<file path="src/rtl/safe_entry_controller.sv">
// Safe lock front-end: debounces buttons into one-hot key strobes, tracks failed attempts,
// runs a timed lockout with error/seconds LEDs and gates passcode-programming sessions.
module safe_entry_controller #(
   parameter int unsigned TICK_DIV = 50_000_000,
   parameter int unsigned DEB_CYC  = 1_000_000,
   parameter int unsigned MAX_ERR  = 3,
   parameter int unsigned LOCK_SEC = 10,
   parameter int unsigned CODE_LEN = 3
) (
   input  logic       clk,
   input  logic       rst,
   input  logic [3:0] btn_n,
   input  logic       ms,
   input  logic       unlocked_in,
   input  logic       attempt_ok,
   input  logic       attempt_fail,
   output logic       key_valid,
   output logic [3:0] key_code,
   output logic       prog_mode,
   output logic       prog_done,
   output logic       locked_out,
   output logic       lock_clear,
   output logic [2:0] leds_erros,
   output logic [9:0] leds_segundos
);

   localparam int unsigned DW = $clog2(DEB_CYC + 1);
   localparam int unsigned TW = $clog2(TICK_DIV);
   localparam int unsigned EW = 2;
   localparam int unsigned SW = 4;
   localparam int unsigned KW = 4;

   typedef enum logic [1:0] {IDLE, PROG, LOCKOUT} state_e;

   state_e        state_q, state_d;
   logic [3:0]    s1_q, s1_d, s2_q, s2_d, s3_q, s3_d;
   logic [3:0]    deb_q, deb_d;
   logic [DW-1:0] deb_cnt_q, deb_cnt_d;
   logic [TW-1:0] tick_q, tick_d;
   logic [SW-1:0] sec_q, sec_d;
   logic [EW-1:0] err_q, err_d;
   logic [KW-1:0] key_cnt_q, key_cnt_d;
   logic [9:0]    leds_seg_q, leds_seg_d;
   logic          key_valid_d, prog_mode_d, prog_done_d, locked_out_d, lock_clear_d;
   logic [3:0]    key_code_d;
   logic          press;

   // State and output registers
   always_ff @(posedge clk) begin
      if (rst) begin
         state_q    <= IDLE;
         s1_q       <= '0;
         s2_q       <= '0;
         s3_q       <= '0;
         deb_q      <= '0;
         deb_cnt_q  <= '0;
         tick_q     <= '0;
         sec_q      <= '0;
         err_q      <= '0;
         key_cnt_q  <= '0;
         leds_seg_q <= '0;
         key_valid  <= 1'b0;
         key_code   <= '0;
         prog_mode  <= 1'b0;
         prog_done  <= 1'b0;
         locked_out <= 1'b0;
         lock_clear <= 1'b0;
      end else begin
         state_q    <= state_d;
         s1_q       <= s1_d;
         s2_q       <= s2_d;
         s3_q       <= s3_d;
         deb_q      <= deb_d;
         deb_cnt_q  <= deb_cnt_d;
         tick_q     <= tick_d;
         sec_q      <= sec_d;
         err_q      <= err_d;
         key_cnt_q  <= key_cnt_d;
         leds_seg_q <= leds_seg_d;
         key_valid  <= key_valid_d;
         key_code   <= key_code_d;
         prog_mode  <= prog_mode_d;
         prog_done  <= prog_done_d;
         locked_out <= locked_out_d;
         lock_clear <= lock_clear_d;
      end
   end

   // Next-state logic: input path, debounce, supervisor FSM
   always_comb begin
      s1_d         = ~btn_n;
      s2_d         = s1_q;
      s3_d         = s2_q;
      deb_d        = deb_q;
      deb_cnt_d    = '0;
      state_d      = state_q;
      tick_d       = tick_q;
      sec_d        = sec_q;
      err_d        = err_q;
      key_cnt_d    = key_cnt_q;
      leds_seg_d   = leds_seg_q;
      prog_done_d  = 1'b0;
      lock_clear_d = 1'b0;

      // s3_q is the previous synchronised sample; any change restarts the count
      if ((s2_q == s3_q) && (s2_q != deb_q)) begin
         if (deb_cnt_q == DW'(DEB_CYC - 1)) deb_d = s2_q;
         else                               deb_cnt_d = deb_cnt_q + 1'b1;
      end
      press = (deb_q == 4'b0000) && $onehot(deb_d);

      case (state_q)
         IDLE: begin
            if (attempt_fail) begin
               err_d = err_q + 1'b1;
               if (err_d == EW'(MAX_ERR)) begin
                  state_d    = LOCKOUT;
                  tick_d     = '0;
                  sec_d      = '0;
                  leds_seg_d = '0;
               end
            end else if (attempt_ok) begin
               err_d = '0;
            end else if (ms && unlocked_in) begin
               state_d   = PROG;
               key_cnt_d = '0;
            end
         end
         PROG: begin
            if (key_valid && (key_cnt_q == KW'(CODE_LEN - 1))) begin
               prog_done_d = 1'b1;
               err_d       = '0;
               key_cnt_d   = '0;
               state_d     = IDLE;
            end else if (!ms) begin
               state_d = IDLE;
            end else if (key_valid) begin
               key_cnt_d = key_cnt_q + 1'b1;
            end
         end
         LOCKOUT: begin
            if (tick_q == TW'(TICK_DIV - 1)) begin
               tick_d            = '0;
               sec_d             = sec_q + 1'b1;
               leds_seg_d[sec_q] = 1'b1;
               if (sec_d == SW'(LOCK_SEC)) begin
                  lock_clear_d = 1'b1;
                  err_d        = '0;
                  leds_seg_d   = '0;
                  state_d      = IDLE;
               end
            end else begin
               tick_d = tick_q + 1'b1;
            end
         end
         default: state_d = IDLE;
      endcase

      // Gating on the next state keeps key_valid and locked_out mutually exclusive
      key_valid_d  = press && (state_d != LOCKOUT);
      key_code_d   = key_valid_d ? deb_d : 4'b0000;
      prog_mode_d  = (state_d == PROG);
      locked_out_d = (state_d == LOCKOUT);
   end

   // Thermometer of the registered error count
   always_comb begin
      case (err_q)
         2'd0:    leds_erros = 3'b000;
         2'd1:    leds_erros = 3'b001;
         2'd2:    leds_erros = 3'b011;
         default: leds_erros = 3'b111;
      endcase
   end

   assign leds_segundos = leds_seg_q;

endmodule
</file>
<file path="config.mk">
export PLATFORM = sky130hd
export DESIGN_NAME = safe_entry_controller
export DESIGN_NICKNAME = d
export VERILOG_FILES = /design/src/rtl/safe_entry_controller.sv
export SDC_FILE = /design/constraint.sdc
export NUM_CORES = 1
export LEC_CHECK = 0
export ABC_AREA = 1
export CORE_UTILIZATION = 59
export CTS_CLUSTER_SIZE = 24
export DETAILED_ROUTE_END_ITERATION = 12
export HOLD_SLACK_MARGIN = 0.02
export PLACE_DENSITY = 0.92
export RECOVER_POWER = 25
export SYNTH_ARGS = -nofsm -noshare
export SYNTH_HDL_FRONTEND = slang
export SYNTH_SLANG_ARGS = --single-unit
</file>
<file path="constraint.sdc">
create_clock -name clk -period 3.7 [get_ports clk]
set_input_delay 0.925 -clock clk [delete_from_list [all_inputs] [get_ports clk]]
set_output_delay 0.925 -clock clk [all_outputs]
set_load 0.02 [all_outputs]
</file>
* Yosys cells after proc, flatten, opt, wreduce, memory -nomap -nowiden
Cells that the tools add are included.
Word-level totals: output and inout bits 22, memories kept 0, memory bits (writable) 0, word-level logic and storage cells 122, bits in latches 0, register bits after elaboration 93, ROM bits 0
Operators by class: eq/ne operators 26, multiply operators 0, bitwise logic cells 7, shift operators 0, add/subtract/negate cells 8, reduce and logical (&&, ||, !) cells 20, div/mod/pow operators 0, $lt $le $gt $ge 2, mux-type cells 42
Operators by type and width (count):
- 26-bit two-way mux | 3
- 26-bit case mux with 2 select lines | 1
- 4-bit two-way mux | 11
- 10-bit two-way mux | 4
- 26-bit by 1-bit adder with 26-bit output (second input constant) | 1
- 26-bit == test (second input constant) | 1
- 2-bit two-way mux | 13
- 20-bit by 1-bit adder with 20-bit output (second input constant) | 1
- 20-bit == test (second input constant) | 1
- 10-bit case mux with 2 select lines | 1
- 2-bit inequality test (second input constant) | 9
- 4-bit case mux with 2 select lines | 2
- 2-bit case mux with 3 select lines | 2
- 10-bit OR | 1
- 3-bit inequality test (second input constant) | 3
- 3-bit case mux with 3 select lines | 1
- 4-bit by 1-bit adder with 4-bit output (second input constant) | 2
- 2-bit == test (second input constant) | 4
- 2-bit by 1-bit == test with 1-bit output (second input constant) | 3
- 1-bit logical AND | 6
- 6-bit AND reduction | 1
- 3-bit OR reduction | 2
- 4-bit by 5-bit less-than comparator with 1-bit output (second input constant) | 1
- 1-bit NOT | 5
- other kinds (20) | 26

* Logic depth before layout (Yosys ltp)
Gate-level depths: netlist (run 1).
depth after elaboration 10, gate-level depth with buffers 17, gate-level depth less buffers 17

* Worst setup path before layout (run 1)
OpenSTA, ideal clock, no wires.
path type reg-to-reg, start register deb_cnt_q[0], end register key_code[0], period minus slack after synthesis 2.954 ns, buffers on the path 0, arrival time 2.891 ns, slack 0.746 ns, library setup time 0.064 ns, stages on the path, launching flop included 18, cells stage by stage dfxtp_1 > ha_1 > nand2_1 > inv_2 > nand2_2 > nor2_1 > nand2_1 > nor4_4 > nand2_1 > nand2_1 > nand2_1 > inv_1 > fa_1 > ha_1 > ha_1 > nor4_1 > nand2_2 > nor2_2
Between the ends: longest elaborated chain between the ends 10
RTL lines:
- from (decl) | line 38 | logic [DW-1:0] deb_cnt_q, deb_cnt_d;
- from (signal assigned) | line 74 | deb_cnt_q <= deb_cnt_d;
- 20-bit == test | line 107 | if (deb_cnt_q == DW'(DEB_CYC - 1)) deb_d = s2_q;
- 4-bit two-way mux | line 107
- 4-bit two-way mux | line 106 | if ((s2_q == s3_q) && (s2_q != deb_q)) begin
- via deb_d[3] | line 37 | logic [3:0] deb_q, deb_d;
- 1-bit by 1-bit adder with 2-bit output (implied by the code) | line 110 | press = (deb_q == 4'b0000) && $onehot(deb_d);
- 2-bit by 2-bit adder with 3-bit output (implied by the code) | line 110
- 3-bit by 1-bit == test with 1-bit output | line 110
- 1-bit logical AND | line 110
- 1-bit logical AND | line 160 | key_valid_d = press && (state_d != LOCKOUT);
- 1-bit NOT (no line)
- 2-bit OR reduction (no line)
- to (signal assigned) | line 81 | key_code <= key_code_d;
- to (decl) | line 18 | output logic [3:0] key_code,
The timed path passes the listed nets, and every way through them passes these cells. A chain may end at the register's enable or synchronous reset.

* Final worst setup path (run 1)
start register deb_cnt_q[1], end register key_code[2]
The elaborated chain is that of the path after synthesis.

==> results of run 1 <==
-- cell usage after synthesis, drive strengths merged (10+ instances only) --
master,count
a21oi,26
dfxtp,93
ha,17
inv,93
nand2,106
nand3,43
nand4,23
nor2,103
nor3,27
o21ai,10
xnor2,13
xor2,18
-- metrics by stage --
step	TNS [ns]	total power [W]	utilization [%]
floorplan	0	0.001242	-
global placement	0	0.001296	65.41
detailed placement	0	0.001309	65.41
CTS	0	0.002024	68.21
global route	-0.1201	0.002088	68.21
finish	0	0.002019	68.21
-- cells by family (layout without fill, tap and decap cells) --
kind of cell               after synthesis  count (layout)  share of synthesized area (%)
xor gates and xnor gates                31              31                          5.840
adders and majority gates               18              18                          5.005
DFF                                     93              93                          40.04
AOI/OAI and AO/OA                       52              52                          7.454
buffers and inverters                  106             143                          9.096
and+or+nand+nor                        318             318                          32.56
-- per-layer routing --
metal	up-vias	global-route usage, %	wire length [um]
li1	2036	-	-
met1	1915	29.32	4320
met2	126	43.56	5039
met3	20	5.387	471
met4	0	11.90	199
met5	-	0	0
-- worst register-to-register path: stages (launching register included) --
cell and delay (ns):
sky130_fd_sc_hd__dfxtp_1 0.38, sky130_fd_sc_hd__ha_1 0.20, sky130_fd_sc_hd__nand2_1 0.07, sky130_fd_sc_hd__inv_2 0.07, sky130_fd_sc_hd__nand2_2 0.08, sky130_fd_sc_hd__nor2_1 0.13
sky130_fd_sc_hd__nand2_1 0.13, sky130_fd_sc_hd__nor4_4 0.34, sky130_fd_sc_hd__buf_4 0.20, sky130_fd_sc_hd__nand3_1 0.10, sky130_fd_sc_hd__nand2_2 0.14, sky130_fd_sc_hd__inv_1 0.08
sky130_fd_sc_hd__fa_1 0.48, sky130_fd_sc_hd__ha_1 0.20, sky130_fd_sc_hd__ha_1 0.30, sky130_fd_sc_hd__nor4_2 0.32, sky130_fd_sc_hd__nand2_2 0.18, sky130_fd_sc_hd__nor2_2 0.12
-- power by group through the flow --
stage          Clock, W  Sequential [W]  Combinational (W)
3_5_place_dp          0         0.00106           0.000244
6_report       0.000731         0.00104           0.000246
4_1_cts        0.000735         0.00104           0.000247
2_1_floorplan         0         0.00106           0.000178
3_3_place_gp          0         0.00106           0.000233
5_1_grt        0.000777         0.00104           0.000266
-- path summary, 6_finish.rpt --
check / endpoint / slack (ns) / cells after the start
max: key_code[2] / 0.14 / 17
min: s2_q[0] / 0.43 / 2
max reg2reg: key_code[2] / 0.14 / 17
min reg2reg: s2_q[0] / 0.43 / 2
-- sequential cells by signal, summed over array words and instances, names as in the netlist --
name and cells:
key_cnt_q 4, state_q 2, locked_out 1, key_valid 1, s2_q 4, s1_q 4, err_q 2, s3_q 4
leds_segundos 10, tick_q 26, prog_done 1, lock_clear 1, prog_mode 1, deb_cnt_q 20, key_code 4, sec_q 4
deb_q 4
-- layout make-up --
cell class | count | area, um^2
fillers | 584 | 2444
repair buffers | 34 | 329.1
clock buffers | 10 | 137.6
clock inverters | 6 | 77.57
inverters | 93 | 349.1
multi-input cells | 419 | 2361
well taps | 102 | 127.6
flip-flops and latches | 93 | 1862
-- what timing repair did --
action / 4_1_cts / 5_1_grt
buffers inserted: 0 / 1
hold endpoints to repair: 0 / 0
endpoints found under the setup margin: 0 / 4
hold buffers: 0 / 0
resized for setup: 0 / 2
==> reports/results.tsv, run 1 <==
metric	value	unit
Sw Ratio	28.11	%
Mean Syn Cell Area	7.523	um^2
Hold/Removal Path Class	flip-flop to flip-flop	
critical path cell sequence	ha_1, nand2_1, inv_2, nand2_2, nor2_1, nand2_1, nor4_4, buf_4, nand3_1, nand2_2, inv_1, fa_1, ha_1, ha_1, nor4_2, nand2_2, nor2_2	
Final Slew Violations	0	
number of nets in the layout	678	
number of placement rows	32	
Comb pwr share	12.2	%
maximum resistive drop on vdd	322.0	uV
number of design rule violations left after detail routing	0	
area fraction of the dominant cell type after synthesis	40.04	%
most instantiated flip-flop cell in the synthesis netlist	sky130_fd_sc_hd__dfxtp_1	
highest-count cells in the layout ignoring fill and taps	sky130_fd_sc_hd__nand2_1, sky130_fd_sc_hd__nor2_1, sky130_fd_sc_hd__dfxtp_1	
post-layout min period	3.562	ns
Synth Instances	618	
number of diodes added for antenna fixing	0	
headroom to the max-slew limit	18.72	%
signed area change from the synthesized netlist to the final layout	12.78	%
antenna violations before repair	0	
fraction of layout instances using a drive strength above 1	9.160	%
count of max-cap constraint violations	0	
startpoint of the worst-slack reg-to-reg timing path	deb_cnt_q[1]	
setup violation total in the final timing report	0	
Num Clock Sinks	93	
Initial DRT Pass Iterations	5	
net count after synthesis	646	
maximum buffer depth of the clock tree	2	
Placed Instances	740	
remaining global-route overflow	0	
die area	0.008239	mm^2
final worst clock skew	0.01455	ns
Critical Path Sink Type	flip-flop	
top cells by area, synth	sky130_fd_sc_hd__dfxtp_1, sky130_fd_sc_hd__nand2_1, sky130_fd_sc_hd__nor2_1	
Max FO, Critical Path	5	
kind of start point of the critical path	flip-flop	
sequential element share of the synthesized area	40.04	%
start-to-end type of the worst setup path	flip-flop to flip-flop	
height of the die	90.77	um
I/O pin count	32	
Worst Max-Slew Pin Slew	1.219	ns
largest net degree at the start of global routing	28	
master of the slowest instance on the critical path	sky130_fd_sc_hd__fa_1	
design internal power	0.001451	W
number of buffers inserted by port buffering	31	
static leakage power	1.998	nW
number of DRC markers after the initial detailed-route iteration	274	
share of the clock period used by the worst path	96.27	%
Worst Slack Setup Final	0.1380	ns
overall fraction of global-route tracks in use	25.08	%
sequential group share of total power	51.6	%
cell taking the most area after synthesis	sky130_fd_sc_hd__dfxtp_1	
run status	finished, final reports clean	
clock-pin slew of the registers on the worst-case setup and hold paths	0.10	ns
worst-skew pair later-pin latency	0.39	ns
worst hold start	s1_q[0]	
Inserted Clock Buffers	9	
final non-filler cell area	0.005244	mm^2
Net Sw Power	0.0005676	W
DP Area	0.005029	mm^2
final weighted congestion in routability-driven placement	0.8778	
arrival time worst endpoint	3.89	ns
Post-synth EDFFs	0	
worst hold-check slack	0.4270	ns
global-route wire length before repair	16900	um
number of endpoints with negative hold slack in the final report	0	
most common library cell in the layout ignoring fill and taps	sky130_fd_sc_hd__nand2_1	
post-synthesis instance area	0.004649	mm^2
number of levels in the clock H-tree	3	
Placement Setup Slack	0.2635	ns
number of global-route vias before repair	3879	
highest cell delay on the worst timing path	0.48	ns
Initial Utilization	60.48	%
distinct cell type count after synthesis	44	
number of storage elements in the synthesis netlist	93	
crit-path leading delay family	simple AND/OR/NAND/NOR gates	
vias per inst	5.412	
Chip Width	90.77	um
post-route non-filler standard cell count	757	
Critical Path RT	4.03	ns
clock root buffer master	sky130_fd_sc_hd__clkbuf_8	
wire length per cell	13.25	um
number of buffer and inverter stages on the critical path	3	
CTS tree	done	
hpwl dp	7104	um
Clock Power Share	36.2	%
Antenna Violating Nets Remaining	0	
PD cells	385.0	mW/mm^2
total number of yosys warnings	0	
routed vias	4097	
Core ar.	0.007687	mm^2
fraction of registers with async set or reset after synthesis	0	%
total detailed-routing wirelength	10030	um
highest achievable clock rate	0.2807	GHz
Critical path origin	deb_cnt_q[1]	
Note: power is estimated with default switching activity, not from simulation.
==> run 2: changes to the inputs <==
--- a/config.mk
+++ b/config.mk
@@ -5,12 +5,13 @@
 export SDC_FILE = /design/constraint.sdc
 export NUM_CORES = 1
 export LEC_CHECK = 0
-export ABC_AREA = 1
-export CORE_UTILIZATION = 59
+export ABC_AREA = 0
+export CORE_UTILIZATION = 58
 export CTS_CLUSTER_SIZE = 24
 export DETAILED_ROUTE_END_ITERATION = 12
+export GPL_TIMING_DRIVEN = 1
 export HOLD_SLACK_MARGIN = 0.02
-export PLACE_DENSITY = 0.92
+export PLACE_DENSITY = 0.91
 export RECOVER_POWER = 25
 export SYNTH_ARGS = -nofsm -noshare
 export SYNTH_HDL_FRONTEND = slang
==> run 2 against run 1 <==
Net effect: the run now ends with negative setup slack left; global-route usage increased by 2.8 points; non-clock buffer count grew 4; synthesized area decreased by 4.2%; final area is 1.7% lower; first-iteration DRC count up 69%; maximum frequency down 5.4%; critical path depth decreased by 5; wire length up 18%; clock power is 2% higher; largest power group unchanged.
==> reports/results.tsv, run 2 <==
metric	value	unit
CTS tree	done	
top cell types by occurrence after synthesis	sky130_fd_sc_hd__dfxtp_1, sky130_fd_sc_hd__nor2_1, sky130_fd_sc_hd__xnor2_1	
Placement Setup Slack	-0.07127	ns
overall fraction of global-route tracks in use	27.86	%
hpwl dp	6679	um
wire length per cell	18.49	um
critical path cell sequence	or4b_1, nor4_4, nand4_1, buf_6, mux2i_1, inv_1, fa_1, ha_2, ha_4, nor4b_4, nand2_2, a211oi_2	
Comb pwr share	5.0	%
number of global-route vias before repair	3616	
depth of the worst register-to-register path	12	
post-synthesis instance area	0.004454	mm^2
worst-skew pair later-pin latency	0.39	ns
final weighted congestion in routability-driven placement	0.8802	
Post-synth EDFFs	0	
number of diodes added for antenna fixing	0	
top cells by area, synth	sky130_fd_sc_hd__dfxtp_1, sky130_fd_sc_hd__nor2_1, sky130_fd_sc_hd__xnor2_1	
number of endpoints with negative hold slack in the final report	0	
Chip Width	89.64	um
routed vias	4119	
Final Slew Violations	0	
number of nets in the layout	564	
Core ar.	0.007331	mm^2
antenna violations before repair	0	
highest achievable clock rate	0.2655	GHz
number of design rule violations left after detail routing	0	
clock root buffer master	sky130_fd_sc_hd__clkbuf_8	
sequential group share of total power	54.9	%
master of the slowest instance on the critical path	sky130_fd_sc_hd__or4b_1	
Inserted Clock Buffers	9	
Initial Utilization	60.76	%
Net Sw Power	0.0004641	W
area fraction of the dominant cell type after synthesis	41.80	%
height of the die	89.64	um
maximum buffer depth of the clock tree	2	
count of hold buffers inserted by post-cts repair	0	
signed area change from the synthesized netlist to the final layout	15.70	%
Num Clock Sinks	93	
number of buffers inserted by port buffering	31	
count of max-cap constraint violations	0	
vias per inst	6.436	
setup violation total in the final timing report	1	
count leader, synth	sky130_fd_sc_hd__dfxtp_1	
most common library cell in the layout ignoring fill and taps	sky130_fd_sc_hd__dfxtp_1	
Initial DRT Pass Iterations	5	
sequential element share of the synthesized area	41.80	%
Critical Path Sink Type	flip-flop	
arrival time worst endpoint	4.07	ns
kind of start point of the critical path	flip-flop	
Max FO, Critical Path	5	
Synth Instances	508	
die area	0.008034	mm^2
clock-pin slew of the registers on the worst-case setup and hold paths	0.11	ns
Worst Max-Slew Pin Slew	0.8989	ns
net count after synthesis	536	
most instantiated flip-flop cell in the synthesis netlist	sky130_fd_sc_hd__dfxtp_1	
Hold/Removal Path Class	flip-flop to flip-flop	
final worst clock skew	0.02696	ns
cell taking the most area after synthesis	sky130_fd_sc_hd__dfxtp_1	
headroom to the max-slew limit	39.71	%
post-layout min period	3.767	ns
share of the clock period used by the worst path	101.8	%
global-route wire length before repair	17090	um
maximum resistive drop on vdd	369.9	uV
I/O pin count	32	
number of DRC markers after the initial detailed-route iteration	464	
run status	complete, but fails checks	
number of storage elements in the synthesis netlist	93	
number of levels in the clock H-tree	3	
Worst Slack Setup Final	-0.06711	ns
max reg flops	26	
total number of yosys warnings	0	
Critical Path RT	4.00	ns
highest cell delay on the worst timing path	0.58	ns
Mean Syn Cell Area	8.768	um^2
highest-count cells in the layout ignoring fill and taps	sky130_fd_sc_hd__dfxtp_1, sky130_fd_sc_hd__nor2_1, sky130_fd_sc_hd__clkdlybuf4s50_1	
violated checks	negative setup slack	
Antenna Violating Nets Remaining	0	
fraction of registers with async set or reset after synthesis	0	%
static leakage power	1.803	nW
PD cells	359.3	mW/mm^2
number of filler cells placed in the layout	482	
total detailed-routing wirelength	11830	um
Clock Power Share	40.1	%
design internal power	0.001388	W
largest net degree at the start of global routing	47	
start-to-end type of the worst setup path	flip-flop to flip-flop	
register name with the most flops	tick_q	
remaining global-route overflow	0	
Sw Ratio	25.06	%
Total Power	0.001852	W
fraction of layout instances using a drive strength above 1	8.503	%
number of placement rows	31	
number of cells on the worst hold path	1	
distinct cell type count after synthesis	54	
run 2: changes by cell type after synthesis, sizes merged, moves of 7 or more:
cell / before / now
inv: 93 / 22
clkbuf: 4 / 15
a41oi: 1 / 10
xnor2: 13 / 27
nor2: 103 / 72
nand2: 106 / 23
nor2b: 0 / 13
and3: 1 / 8
nand4: 23 / 14
nand3: 43 / 25
run 2: power groups by stage:
| stage | registers [W] | clock network (W) | logic [W] |
|---|---|---|---|
| floorplan | 0.00104 | 0 | 0.0000576 |
| global placement | 0.00104 | 0 | 0.0000833 |
| detailed placement | 0.00104 | 0 | 0.0000865 |
| CTS | 0.00102 | 0.000730 | 0.0000884 |
| global route | 0.00102 | 0.000777 | 0.0000989 |
| finish | 0.00102 | 0.000742 | 0.0000922 |
run 2: final cells by class:
cell class / instances / area [um^2] / area share, %
clock buffer: 10 / 137.6 / 2.671
inverter: 22 / 82.58 / 1.602
multi-input combinational: 372 / 2502 / 48.56
clock inverter: 6 / 77.57 / 1.505
sequential: 93 / 1863 / 36.15
tap: 99 / 123.9 / 2.404
timing repair buffer: 38 / 366.6 / 7.113
run 2: path summary, 6_finish.rpt:
| kind | to | slack [ns] | start |
|---|---|---|---|
| min reg2reg | s2_q[2] | 0.45 | s1_q[2] |
| min | s2_q[2] | 0.45 | s1_q[2] |
| max | key_code[2] | -0.07 | deb_cnt_q[8] |
| max reg2reg | key_code[2] | -0.07 | deb_cnt_q[8] |
run 2: routing by layer:
layer | global-route usage (%) | vias up | wire [um] | part of all wire, %
li1 | - | 1841 | - | -
met5 | 0 | - | 0 | 0
met4 | 12.41 | 0 | 530 | 4.5
met2 | 45.94 | 258 | 5605 | 47
met3 | 6.581 | 65 | 1065 | 9.0
met1 | 34.79 | 1955 | 4631 | 39
run 2: cells by family after synthesis:
group | count (synthesis) | share of synthesized area (%)
fa+ha+maj | 18 | 5.225
buf+inv | 43 | 3.904
compound gates | 72 | 11.15
simple gates | 231 | 27.72
mux | 6 | 1.348
xor+xnor | 45 | 8.848
flops | 93 | 41.80
run 2: worst max-delay path: cells and delay by family (launching register included):
kind | cells | cell delay [ns]
adder cells (fa/ha/maj) | 3 | 0.93
flip-flops | 1 | 0.35
AO/OA/AOI/OAI | 1 | 0.28
AND/OR/NAND/NOR | 5 | 1.47
multiplexers | 1 | 0.35
buffers and inverters | 2 | 0.29
run 2: timing repair:
item	CTS	global route
setup endpoints to repair	5	5
setup buffers	1	0
pin swaps	4	4
gates resized for setup	4	14
run 2: per-stage QoR:
stage / hold slack, ns / TNS (ns) / utilization (%) / area (um^2) / std cells
4_1_cts: 0.4481 / 0 / 69.43 / 5090 / 640
6_report: 0.4501 / -0.06711 / 70.30 / 5154 / 640
2_1_floorplan: 0.4138 / 0 / - / 4454 / 508
3_5_place_dp: 0.4239 / -0.2174 / 66.05 / 4842 / 623
5_1_grt: 0.4669 / -0.2455 / 70.30 / 5154 / 640
3_3_place_gp: 0.4164 / 0 / 66.05 / 4842 / 623
